[config.mk]
export PLATFORM = sky130hd
export DESIGN_NAME = gmii_stim_gen
export DESIGN_NICKNAME = d
export VERILOG_FILES = /design/src/rtl/gmii_stim_gen.sv
export SDC_FILE = /design/constraint.sdc
export NUM_CORES = 1
export LEC_CHECK = 0
export ABC_AREA = 1
export CELL_PAD_IN_SITES_DETAIL_PLACEMENT = 1
export CELL_PAD_IN_SITES_GLOBAL_PLACEMENT = 2
export CORE_AREA = 2 2 153 155
export DETAILED_ROUTE_END_ITERATION = 10
export DIE_AREA = 0 0 155 157
export GPL_ROUTABILITY_DRIVEN = 0
export PLACE_DENSITY = 0.8
export RECOVER_POWER = 100
export SKIP_LAST_GASP = 1
export SLEW_MARGIN = 20
export SYNTH_ARGS = -nofsm -noshare
export SYNTH_HDL_FRONTEND = slang
export SYNTH_SLANG_ARGS = --single-unit
[constraint.sdc]
create_clock -name clk -period 3.2 [get_ports clk]
set_input_delay 0.48 -clock clk [delete_from_list [all_inputs] [get_ports clk]]
set_output_delay 0.48 -clock clk [all_outputs]
set_load 0.02 [all_outputs]
[src/rtl/gmii_stim_gen.sv]
// rtl/gmii_stim_gen.sv - GMII receive-side frame stimulus source with patterns, FCS and error injection
module gmii_stim_gen #(
   parameter int PREAMBLE_LEN = 7,
   parameter int MIN_IFG      = 12,
   parameter int LEN_WIDTH    = 11,
   parameter int MAX_LEN      = 1514,
   parameter bit FCS_ENABLE   = 1'b1
) (
   input  logic                 clk,
   input  logic                 reset_n,
   input  logic                 start,
   input  logic [LEN_WIDTH-1:0] frame_len,
   input  logic [1:0]           mode,
   input  logic [7:0]           seed,
   output logic                 busy,
   output logic                 done,
   output logic [15:0]          frame_count,
   output logic [7:0]           gmii_rxd,
   output logic                 gmii_rx_dv,
   output logic                 gmii_rx_er
);

   // One counter serves every state; it must hold both a payload index and the IFG count.
   localparam int CW = (LEN_WIDTH > 8) ? LEN_WIDTH : 8;
   localparam logic [LEN_WIDTH-1:0] MAX_L = LEN_WIDTH'(MAX_LEN);

   typedef enum logic [2:0] {
      S_IDLE, S_PREAMBLE, S_SFD, S_PAYLOAD, S_FCS, S_IFG
   } state_t;

   state_t               r_state, w_state_nxt;
   logic [CW-1:0]        r_cnt, w_cnt_nxt;
   logic [LEN_WIDTH-1:0] r_len;
   logic [1:0]           r_mode;
   logic [7:0]           r_seed;
   logic [7:0]           r_lfsr;
   logic [31:0]          r_crc;
   logic [7:0]           r_rxd;
   logic                 r_dv, r_er, r_busy, r_done;
   logic [15:0]          r_frame_count;

   logic [LEN_WIDTH-1:0] w_len_clamped;
   logic [7:0]           w_byte, w_rxd, w_fcs_byte;
   logic [31:0]          w_fcs;
   logic                 w_dv, w_er, w_accept, w_last_ifg;

   // Reflected CRC-32 update for one byte, LSB first.
   function automatic logic [31:0] crc_byte(input logic [31:0] c_in, input logic [7:0] d);
      logic [31:0] c;
      c = c_in ^ {24'h0, d};
      for (int k = 0; k < 8; k++) begin
         c = c[0] ? ((c >> 1) ^ 32'hEDB88320) : (c >> 1);
      end
      return c;
   endfunction

   // Length clamp, payload byte selection and FCS byte lane selection.
   always_comb begin
      w_len_clamped = frame_len;
      if (frame_len == '0) begin
         w_len_clamped = LEN_WIDTH'(1);
      end else if (frame_len > MAX_L) begin
         w_len_clamped = MAX_L;
      end
      case (r_mode)
         2'b01:   w_byte = r_seed;
         2'b10:   w_byte = r_lfsr;
         default: w_byte = r_seed + r_cnt[7:0];
      endcase
      w_fcs = ~r_crc;
      case (r_cnt[1:0])
         2'd0:    w_fcs_byte = w_fcs[7:0];
         2'd1:    w_fcs_byte = w_fcs[15:8];
         2'd2:    w_fcs_byte = w_fcs[23:16];
         default: w_fcs_byte = w_fcs[31:24];
      endcase
   end

   // Next-state logic and the line values the current state wants on the next edge.
   always_comb begin
      w_state_nxt = r_state;
      w_cnt_nxt   = r_cnt;
      w_rxd       = 8'h00;
      w_dv        = 1'b0;
      w_er        = 1'b0;
      w_accept    = 1'b0;
      w_last_ifg  = 1'b0;
      case (r_state)
         S_IDLE: begin
            if (start) begin
               w_accept    = 1'b1;
               w_state_nxt = S_PREAMBLE;
               w_cnt_nxt   = '0;
            end
         end
         S_PREAMBLE: begin
            w_rxd = 8'h55;
            w_dv  = 1'b1;
            if (r_cnt == CW'(PREAMBLE_LEN - 1)) begin
               w_state_nxt = S_SFD;
               w_cnt_nxt   = '0;
            end else begin
               w_cnt_nxt = r_cnt + 1'b1;
            end
         end
         S_SFD: begin
            w_rxd       = 8'hD5;
            w_dv        = 1'b1;
            w_state_nxt = S_PAYLOAD;
            w_cnt_nxt   = '0;
         end
         S_PAYLOAD: begin
            w_rxd = w_byte;
            w_dv  = 1'b1;
            w_er  = (r_mode == 2'b11) && (r_cnt == CW'(r_len >> 1));
            if (r_cnt == CW'(r_len) - 1'b1) begin
               w_state_nxt = FCS_ENABLE ? S_FCS : S_IFG;
               w_cnt_nxt   = '0;
            end else begin
               w_cnt_nxt = r_cnt + 1'b1;
            end
         end
         S_FCS: begin
            w_rxd = w_fcs_byte;
            w_dv  = 1'b1;
            if (r_cnt == CW'(3)) begin
               w_state_nxt = S_IFG;
               w_cnt_nxt   = '0;
            end else begin
               w_cnt_nxt = r_cnt + 1'b1;
            end
         end
         S_IFG: begin
            if (r_cnt == CW'(MIN_IFG - 1)) begin
               w_last_ifg  = 1'b1;
               w_state_nxt = S_IDLE;
               w_cnt_nxt   = '0;
            end else begin
               w_cnt_nxt = r_cnt + 1'b1;
            end
         end
         default: begin
            w_state_nxt = S_IDLE;
            w_cnt_nxt   = '0;
         end
      endcase
   end

   // State and counter register.
   always_ff @(posedge clk) begin
      if (!reset_n) begin
         r_state <= S_IDLE;
         r_cnt   <= '0;
      end else begin
         r_state <= w_state_nxt;
         r_cnt   <= w_cnt_nxt;
      end
   end

   // Registered line outputs, status and the completed-frame counter.
   always_ff @(posedge clk) begin
      if (!reset_n) begin
         r_rxd         <= 8'h00;
         r_dv          <= 1'b0;
         r_er          <= 1'b0;
         r_busy        <= 1'b0;
         r_done        <= 1'b0;
         r_frame_count <= 16'h0000;
      end else begin
         r_rxd  <= w_rxd;
         r_dv   <= w_dv;
         r_er   <= w_er;
         r_busy <= (r_state != S_IDLE) || w_accept;
         r_done <= w_last_ifg;
         if (w_last_ifg) begin
            r_frame_count <= r_frame_count + 16'd1;
         end
      end
   end

   // Per-frame context: latched on accept, LFSR and CRC advance once per payload byte.
   always_ff @(posedge clk) begin
      if (w_accept) begin
         r_len  <= w_len_clamped;
         r_mode <= mode;
         r_seed <= seed;
         r_lfsr <= (seed == 8'h00) ? 8'h01 : seed;
         r_crc  <= 32'hFFFFFFFF;
      end else if (r_state == S_PAYLOAD) begin
         r_lfsr <= {r_lfsr[6:0], r_lfsr[7] ^ r_lfsr[5] ^ r_lfsr[4] ^ r_lfsr[3]};
         r_crc  <= crc_byte(r_crc, w_byte);
      end
   end

   assign gmii_rxd    = r_rxd;
   assign gmii_rx_dv  = r_dv;
   assign gmii_rx_er  = r_er;
   assign busy        = r_busy;
   assign done        = r_done;
   assign frame_count = r_frame_count;

endmodule

==> out/metrics.cfg <==
[clock_network]
post-cts-setup-buffer-count = 0
ctsHoldBuffers = 0
ctsResizeCount = 0
clk_pin_slew_ps = 80
cts_tree = built
cts_made_buffers = 9
cts_buffer_depth = 2
clock-root-buffer = clkbuf_16
clock-sinks = 103
cts_htree_levels = 3
clock_latency_ps = 370

[setup_path]
cp.arrival_ps = 3240
end_kind = flip-flop
crit_type = flip-flop to flip-flop
slowest_delay_ps = 710
startpoint_type = flip-flop
cp_max_fo = 9
path_cells = ha_1 -> fa_1 -> or2_0 -> nand2_1 -> nand2_1 -> nand2_4 -> xor2_1 -> xor2_1 -> xor2_1 -> o22ai_1 -> inv_1
crit_required_ps = 3460
cp_common_cell = xor2_1
crit_slowest_cell = xor2_1
crit_start = r_seed[0]$_DFFE_PP_
worstReg2RegStart = r_seed[0]$_DFFE_PP_

[pwr]
p_switching_w = 0.004164
intPower_w = 0.003911
comb_power_share_pct = 60.6
p_leak_nw = 3.766
ir_drop_mv = 0.3068
p_seq_share_pct = 24.9
p_per_area_nw_per_um2 = 1028
swShare_pct = 51.57
clkPwrFrac_pct = 14.5

[synth]
synth_edf_count = 29
post-synth-top-area-cell = dfxtp_1
yosysMostFrequentCell = nand2_1
synth_flop_cell = dfxtp_1
async_flop_share_pct = 0
synth_seq_cells = 103
synthCells = 968
seq_area_frac_synth_pct = 35.03
yosys-top-cells-area = dfxtp_1, nand2_1, edfxtp_1
yosysWarnings = 0
yosysTopAreaCellShare_pct = 22.06
synthDistinctLibCells = 49
synth_commonest_cells = nand2_1, inv_1, nand3_1
synth_area_um2 = 6715
syn-num-nets = 1009
avgSynthCellArea_um2 = 6.937

[placed_design]
pre_cts_slack_ps = 422.7
hpwlAfterDp_mm = 17.21
dpl_cell_area_um2 = 7615
port_buffers = 51

[sta]
setup_tns_ps = 0
fin_crit_ps = 2976
holdWs_ps = 487.0
worst_pin_slew_ps = 1052
rsz0062_at_grt = no
slew_violations = 0
layout_setup_ws_ps = 224.0
hold_viol_final = 0
fin_skew_ps = 9.254
setup_viol_count_final = 0
fin_crit_sh_pct = 93.00
relSlewSlack_pct = 29.84
fmax_mhz = 336.0

[detailed_routing]
routed-via-count = 6495
dr.pass1.iters = 5
drt_iter0_markers = 293
viasPerCell = 4.932
ant_nets = 0
wl_per_cell_um = 16.81
wl_mm = 22.15
post-route-drc-count = 0

[flow_run]
max_cap_viol_count = 0

[finish]
insertedDiodeCount = 0
area_growth_pct = 17.01
fill_cells = 2808
finish.instance_area_um2 = 7858
drive_above_1_share_pct = 5.329
finalNetCount = 1068

[floorplanning]
coreArea_um2 = 22500
die_area_um2 = 24340
initial_core_util_pct = 29.84
die_x_um = 155
die_y_um = 157
io_pins = 52
num_rows = 55

[global_routing]
grt_pass1_wl_mm = 36.34
grt_pass1_vias = 6606
grt.total_usage_pct = 19.24
grt_max_degree = 39
antenna_found_initial = 0
gr-total-overflow = 0

[worst_hold_path]
holdCritStartpoint = frame_count[14]$_SDFFE_PN0P_
min_path_type = flip-flop to flip-flop

[outcome]
status = completed

[area by class of cell]
| cell class | count | area (µm²) | share of cell area [%] |
|---|---|---|---|
| well taps | 285 | 356.6 | 4.538 |
| inverters | 151 | 569.3 | 7.245 |
| clock inverters | 6 | 71.32 | 0.9076 |
| clock buffers | 10 | 229.0 | 2.914 |
| flip-flops and latches | 103 | 2352 | 29.94 |
| repair buffers | 70 | 644.4 | 8.201 |
| multi-input cells | 692 | 3635 | 46.26 |
[path summary, 6_finish.rpt]
check                                 endpoint  slack [ps]  depth (start not counted)
hold / removal    frame_count[14]$_SDFFE_PN0P_         490                          2
setup reg to reg        r_crc[13]$_SDFFE_PP1P_         220                         11
setup / recovery        r_crc[13]$_SDFFE_PP1P_         220                         11
hold reg to reg   frame_count[14]$_SDFFE_PN0P_         490                          2
[per-layer routing]
layer,up-vias,track usage [%],wire (µm)
met5,-,0,0
met4,0,5.600,443
met3,28,2.643,709
met2,114,30.98,9815
met1,3101,26.87,11180
li1,3252,-,-
[power groups by stage]
| stage | Sequential, W | Combinational (W) | Clock (W) |
|---|---|---|---|
| after floorplan | 0.00195 | 0.00360 | 0 |
| after global placement | 0.00203 | 0.00494 | 0 |
| after detailed placement | 0.00203 | 0.00501 | 0 |
| after CTS | 0.00201 | 0.00504 | 0.00121 |
| after global routing | 0.00205 | 0.00557 | 0.00126 |
| final | 0.00201 | 0.00490 | 0.00117 |
[through the flow]
step | util [%] | instances | total power (W)
after detailed placement | 33.84 | 1301 | 0.007040
after global routing | 34.92 | 1317 | 0.008884
final | 34.92 | 1317 | 0.008075
after global placement | 33.84 | 1301 | 0.006970
after floorplan | - | 968 | 0.005552
after CTS | 35.17 | 1317 | 0.008249
[worst max-delay path: cells and delay by family, from the launching register on]
family	cells	cell delay, ps
xor+xnor	3	1080
buf+inv	1	50
compound gates	1	110
fa+ha+maj	2	650
simple gates	4	580
flops	1	400
[cell usage in the layout (no fill, tap or decap), types with 3 or more instances in the layout]
master and count:
nand2_1 278, inv_1 149, nand3_1 93, dfxtp_1 74
nor2_1 50, o21ai_0 48, xor2_1 45, a21oi_1 42
dlygate4sd3_1 40, edfxtp_1 29, o22ai_1 22, nor3_1 17
ha_1 16, buf_4 16, nand4_1 11, clkdlybuf4s50_1 11
xnor2_1 10, clkbuf_16 9, or2_2 8, o221ai_1 8
nor4_1 5, o21a_1 5, nand2_2 4, a31oi_1 3
nand2_4 3
[registers in the layout, indices dropped and copies added (netlist names), 2 cells and up]
signal and count:
r_crc 32, r_cnt 11, frame_count 16, gmii_rxd 8, r_lfsr 8, r_mode 2
r_state 3, r_len 11, r_seed 8
[cells by family (layout without fill, tap and decap cells)]
| logic type | after synthesis | in the layout | synth area share [%] |
|---|---|---|---|
| buffers and inverters | 173 | 237 | 10.23 |
| AOI/OAI and AO/OA | 141 | 141 | 12.22 |
| xor gates and xnor gates | 58 | 58 | 8.273 |
| DFF | 103 | 103 | 35.03 |
| adders and majority gates | 17 | 17 | 3.279 |
| and+or+nand+nor | 476 | 476 | 30.97 |
Note: power is estimated with default switching activity, not from simulation.
